===== src/rtl/nibble_pkg.sv =====
// Shared definitions for the nibble serializer and its accumulating receiver.
package nibble_pkg;
  localparam int NIBBLE_W = 4;

  typedef enum logic [1:0] {IDLE, SEND, DONE} ser_state_t;
endpackage


===== src/rtl/nibble_serializer_rise_detect.sv =====
// 0->1 edge detector for a level input synchronous to clk.
module rise_detect (
  input  logic clk,
  input  logic rst,
  input  logic in,
  output logic pulse
);
  logic in_q;

  // History resets high so an input held high through reset never reads as a rise.
  always_ff @(posedge clk or posedge rst) begin
    if (rst) in_q <= 1'b1;
    else     in_q <= in;
  end

  assign pulse = in & ~in_q;
endmodule


===== src/rtl/nibble_serializer.sv =====
// Word-to-nibble unloader: loads a word, then presents it MSB nibble first,
// advancing on each rising edge of step.
module nibble_serializer
  import nibble_pkg::*;
#(
  parameter int NIBBLES = 4
) (
  input  logic                               clk,
  input  logic                               rst,
  input  logic                               load_valid,
  output logic                               load_ready,
  input  logic [NIBBLE_W*NIBBLES-1:0]        word_in,
  input  logic                               step,
  output logic [NIBBLE_W-1:0]                nib_out,
  output logic                               nib_valid,
  output logic [$clog2(NIBBLES)-1:0]         nib_idx,
  output logic                               busy,
  output logic                               done,
  output logic [1:0]                         dbg_state
);
  localparam int W     = NIBBLE_W * NIBBLES;
  localparam int IDX_W = $clog2(NIBBLES);

  ser_state_t       state;
  logic [W-1:0]     sr;
  logic [IDX_W-1:0] idx;
  logic             rise;

  rise_detect u_rise (
    .clk   (clk),
    .rst   (rst),
    .in    (step),
    .pulse (rise)
  );

  // Load handshake: a word transfers on any rising clk edge where load_valid and
  // load_ready are both high; the source holds word_in until then, nothing is queued.
  always_ff @(posedge clk or posedge rst) begin
    if (rst) begin
      state <= IDLE;
      sr    <= '0;
      idx   <= '0;
    end else begin
      case (state)
        IDLE: begin
          if (load_valid) begin
            sr    <= word_in;
            idx   <= '0;
            state <= SEND;
          end
        end
        SEND: begin
          if (rise) begin
            sr <= {sr[W-NIBBLE_W-1:0], {NIBBLE_W{1'b0}}};
            if (idx == IDX_W'(NIBBLES - 1)) begin
              idx   <= '0;
              state <= DONE;
            end else begin
              idx <= idx + IDX_W'(1);
            end
          end
        end
        DONE:    state <= IDLE;
        default: state <= IDLE;
      endcase
    end
  end

  // Outputs decode from state and registers only; nothing combinational from inputs.
  assign load_ready = (state == IDLE);
  assign nib_valid  = (state == SEND);
  assign busy       = (state != IDLE);
  assign done       = (state == DONE);
  assign nib_out    = nib_valid ? sr[W-1 -: NIBBLE_W] : '0;
  assign nib_idx    = idx;
  assign dbg_state  = state;
endmodule


===== config.mk =====
export PLATFORM = sky130hd
export DESIGN_NAME = nibble_serializer
export DESIGN_NICKNAME = d
export VERILOG_FILES = /design/src/rtl/nibble_pkg.sv /design/src/rtl/nibble_serializer_rise_detect.sv /design/src/rtl/nibble_serializer.sv
export SDC_FILE = /design/constraint.sdc
export NUM_CORES = 1
export LEC_CHECK = 0
export CAP_MARGIN = 20
export CORE_MARGIN = 3
export CORE_UTILIZATION = 40
export DETAILED_ROUTE_END_ITERATION = 7
export GPL_TIMING_DRIVEN = 0
export PLACE_DENSITY_LB_ADDON = 0.2
export SLEW_MARGIN = 0
export SYNTH_ARGS = -nofsm -noshare
export SYNTH_HDL_FRONTEND = slang
export SYNTH_HIERARCHICAL = 1
export SYNTH_SLANG_ARGS = --single-unit
export TNS_END_PERCENT = 5

===== constraint.sdc =====
create_clock -name clk -period 1.6 [get_ports clk]
set_input_delay 0.24 -clock clk [delete_from_list [all_inputs] [get_ports clk]]
set_output_delay 0.24 -clock clk [all_outputs]
set_load 0.05 [all_outputs]

==> impl_metrics.prom <==
# TYPE chip_impl_metric gauge
chip_impl_metric{name="finish.net_count",unit=""} 134
chip_impl_metric{name="critical_path.max_stage_delay",unit="ps"} 500
chip_impl_metric{name="clk-insertion-delay-late",unit="ps"} 310
chip_impl_metric{name="antenna_cells",unit=""} 0
chip_impl_metric{name="crit_fanout",unit=""} 7
chip_impl_metric{name="worst_r2r_path_depth",unit=""} 4
chip_impl_metric{name="drv.max_cap_violation_count",unit=""} 0
chip_impl_info{name="violations",value="setup timing"} 1
chip_impl_metric{name="achievable_clock_frequency",unit="MHz"} 622
chip_impl_info{name="dominantRegCellSynth",value="dfrtp_1"} 1
chip_impl_metric{name="worst_setup_hold_path_clk_slew",unit="ps"} 120
chip_impl_metric{name="drtPass1Iterations",unit=""} 1
chip_impl_info{name="worstPathCellList",value="nor2b_4, buf_6, and2_4, buf_8"} 1
chip_impl_metric{name="fillCellCount",unit=""} 209
chip_impl_metric{name="proportion_of_layout_cells_with_a_drive_suffix_above_1",unit="%"} 46.4
chip_impl_metric{name="synth_async_sr_flop_share",unit="%"} 100
chip_impl_info{name="critical_path.endpoint_type",value="output port"} 1
chip_impl_metric{name="period_utilization",unit="%"} 100
chip_impl_metric{name="detail_route.drc_violations",unit=""} 0
chip_impl_metric{name="clock_path_buffers",unit=""} 2
chip_impl_metric{name="worst_ep_required_time",unit="ps"} 1360
chip_impl_metric{name="floorplan.rows",unit=""} 17
chip_impl_metric{name="p_int",unit="mW"} 1.67
chip_impl_metric{name="post-place-cells",unit=""} 135
chip_impl_metric{name="slew-limit-headroom",unit="%"} 50.0
chip_impl_info{name="synth_top_area_cell",value="dfrtp_1"} 1
chip_impl_metric{name="port_buffers",unit=""} 31
chip_impl_metric{name="first_global_vias",unit=""} 738
chip_impl_info{name="status",value="finished, violations left"} 1
chip_impl_metric{name="post_synth_inst_count",unit=""} 76
chip_impl_metric{name="max_slew.worst_pin.slew",unit="ps"} 750
chip_impl_info{name="r2r-start",value="dbg_state[1]$_DFFE_PP0P_"} 1
chip_impl_metric{name="dpl_worst_slack",unit="ps"} -385
chip_impl_metric{name="synth_edf_count",unit=""} 0
chip_impl_metric{name="period_minus_slack",unit="ps"} 1610
chip_impl_metric{name="boundaryPins",unit=""} 32
chip_impl_metric{name="seqPwrFrac",unit="%"} 32.3
chip_impl_metric{name="htree_depth",unit=""} 1
chip_impl_metric{name="grtUsageTotal",unit="%"} 14.0
chip_impl_metric{name="final-instance-count-excl-fill",unit=""} 140
chip_impl_info{name="regToRegEndpoint",value="sr[14]$_DFFE_PP0P_"} 1
chip_impl_metric{name="final-setup-viol-count",unit=""} 4
chip_impl_metric{name="synth_cell_types",unit=""} 20
chip_impl_metric{name="dieWidth",unit="um"} 56.4
chip_impl_metric{name="clkPwrFrac",unit="%"} 9.5
chip_impl_info{name="cts-root-buf",value="clkbuf_4"} 1
chip_impl_metric{name="placed_wire_length_estimate",unit="um"} 1550
chip_impl_metric{name="die_height",unit="um"} 56.4
chip_impl_metric{name="final_core_utilization",unit="%"} 61.8
chip_impl_metric{name="finalPower",unit="mW"} 2.77
chip_impl_metric{name="clock_sinks",unit=""} 21
chip_impl_metric{name="switching_share",unit="%"} 39.9
chip_impl_metric{name="fin_skew",unit="ps"} 10.4
chip_impl_metric{name="drt-wirelength-per-cell",unit="um"} 14.8
chip_impl_metric{name="placed_cell_areas",unit="mm2"} 0.00139
chip_impl_info{name="timing_worst_setup_path_type",value="register to output port"} 1
chip_impl_metric{name="floorplan.initialDensity",unit="%"} 43.8
chip_impl_metric{name="combinational_power_share",unit="%"} 58.1
chip_impl_metric{name="global_route.overflow_total",unit=""} 0
chip_impl_info{name="grt_setup_unrepaired",value="true"} 1
chip_impl_metric{name="grt_start_max_net_pins",unit=""} 21
chip_impl_metric{name="stdcell_area",unit="mm2"} 0.00143
chip_impl_info{name="cts_tree",value="done"} 1
chip_impl_metric{name="cts-buffers-inserted",unit=""} 3
chip_impl_metric{name="area.growth.synth_to_final",unit="%"} 41.1
chip_impl_metric{name="wirelength",unit="um"} 2070
chip_impl_metric{name="drtIter0Drc",unit=""} 0
chip_impl_metric{name="post_drt_via_cell_ratio",unit=""} 5.11
chip_impl_info{name="critical_path.endpoint",value="nib_out[3]"} 1
chip_impl_info{name="netlist_top_cells_area",value="dfrtp_1 49%, mux2_2 27%, a22o_1 3.4%"} 1
chip_impl_metric{name="route.vias.total",unit=""} 715
chip_impl_metric{name="grt_pass1_wl",unit="um"} 3420
chip_impl_metric{name="worstPathArrival",unit="ps"} 1370
chip_impl_metric{name="floorplan.die_area",unit="mm2"} 0.00318
chip_impl_metric{name="yosys.area.top_type_share",unit="%"} 49.3
chip_impl_metric{name="ff2ff_setup_slack",unit="ps"} 30
chip_impl_metric{name="pd_cells",unit="mW/mm2"} 1930
chip_impl_metric{name="peakVddDrop",unit="mV"} 1.18
chip_impl_metric{name="ys_seq_area_share",unit="%"} 51.8
chip_impl_metric{name="cts_post_setup_buffers_inserted",unit=""} 0
chip_impl_metric{name="synth-warning-count",unit=""} 6
chip_impl_metric{name="net-switching-power",unit="mW"} 1.11
chip_impl_metric{name="synth.ff_latch_count",unit=""} 21
chip_impl_metric{name="synthesis.area",unit="mm2"} 0.00102
chip_impl_info{name="worstSetupStartpointType",value="register"} 1
chip_impl_metric{name="hold_viol",unit=""} 0
chip_impl_info{name="timing.hold.worst.class",value="input pin to asynchronous set/reset pin"} 1
chip_impl_metric{name="avgSynthCellArea",unit="um2"} 13.4
chip_impl_metric{name="leakagePower",unit="nW"} 0.676
chip_impl_metric{name="final-max-slew-violation-count",unit=""} 0
chip_impl_metric{name="post-route-worst-setup-slack",unit="ps"} -7.51
chip_impl_metric{name="gp_routability_congestion",unit=""} 0.692
chip_impl_info{name="critical-path-slowest-cell",value="dfrtp_2"} 1
chip_impl_info{name="final_common_cell",value="mux2_2"} 1
chip_impl_metric{name="placeableCoreArea",unit="mm2"} 0.00232
chip_impl_info{name="worstSetupStartpoint",value="dbg_state[1]$_DFFE_PP0P_"} 1
chip_impl_metric{name="postSynthNetCount",unit=""} 97
chip_impl_metric{name="grt_antenna_before_repair",unit=""} 0
chip_impl_info{name="most_frequent_cells_in_the_layout",value="24 x mux2_2, 19 x clkdlybuf4s50_1, 18 x dfrtp_1"} 1
chip_impl_metric{name="post_route_antenna_net_violation_count",unit=""} 0
[flip-flops by register name, indices dropped and copies added (netlist names)]
signal / cells
dbg_state: 2
nib_idx: 2
sr: 16
u_rise/in_q: 1
[power by group through the flow]
stage | Clock (mW) | Combinational, mW | Sequential [mW]
after CTS | 0.282 | 1.56 | 0.895
after floorplan | 0 | 1.03 | 0.982
final | 0.264 | 1.61 | 0.896
after global routing | 0.297 | 1.73 | 0.932
after detailed placement | 0 | 1.55 | 0.905
after global placement | 0 | 1.51 | 0.892
[routing by layer]
layer | wire length [um] | vias up | GRT usage, %
met5 | 0 | - | 0
met4 | 28 | 0 | 4.07
met3 | 122 | 5 | 5.52
met2 | 1090 | 21 | 23.9
met1 | 830 | 347 | 16.2
li1 | - | 342 | -
[synth_stat cells, types with 2 or more instances]
cell     instances
mux2_2          24
dfrtp_1         20
and2_1           5
a22o_1           4
inv_1            3
nand2_1          3
a21oi_1          2
buf_2            2
nor2b_1          2
[final cells by class]
type	instances	area (um2)	area share (%)
sequential	21	529	36.9
timing repair buffer	32	310	21.6
buffer	3	30.0	2.09
multi-input combinational	49	492	34.3
tap	28	35.0	2.44
inverter	3	11.3	0.785
clock buffer	4	26.3	1.83
[logic make-up after synthesis]
logic type	synth area share (%)
flip-flops	51.8
adder cells (fa/ha/maj)	1.23
multiplexers	28.1
AO/OA/AOI/OAI	6.16
AND/OR/NAND/NOR	9.85
buffers and inverters	2.83
[repair_timing]
action | 4_1_cts | 5_1_grt
setup endpoints to repair | 21 | 19
resized for setup | 45 | 15
cloned | 0 | 1
hold buffers | 0 | 0
pin swaps | 1 | 2
[metrics by stage]
step,hold WS [ps],TNS (ps)
3_3_place_gp,485,-5280
4_1_cts,223,-603
6_report,230,-25.1
2_1_floorplan,130,-641
3_5_place_dp,487,-5470
5_1_grt,251,-434
[critical path, delay by kind of cell, from the launching register on]
kind	cells	cell delay (ps)
flops	1	500
simple gates	2	290
buf+inv	2	260
[how the worst min path moves through the flow]
stage,start,depth (start not counted),slack (ps),end
final,rst,2,230,u_rise/in_q$_DFF_PP1_
after global routing,rst,2,250,u_rise/in_q$_DFF_PP1_
after CTS,rst,2,220,u_rise/in_q$_DFF_PP1_
after detailed placement,sr[0]$_DFFE_PP0P_,1,490,sr[0]$_DFFE_PP0P_
after global placement,sr[11]$_DFFE_PP0P_,1,490,sr[11]$_DFFE_PP0P_
after floorplan,rst,1,130,u_rise/in_q$_DFF_PP1_
Note: power is estimated with default switching activity, not from simulation.
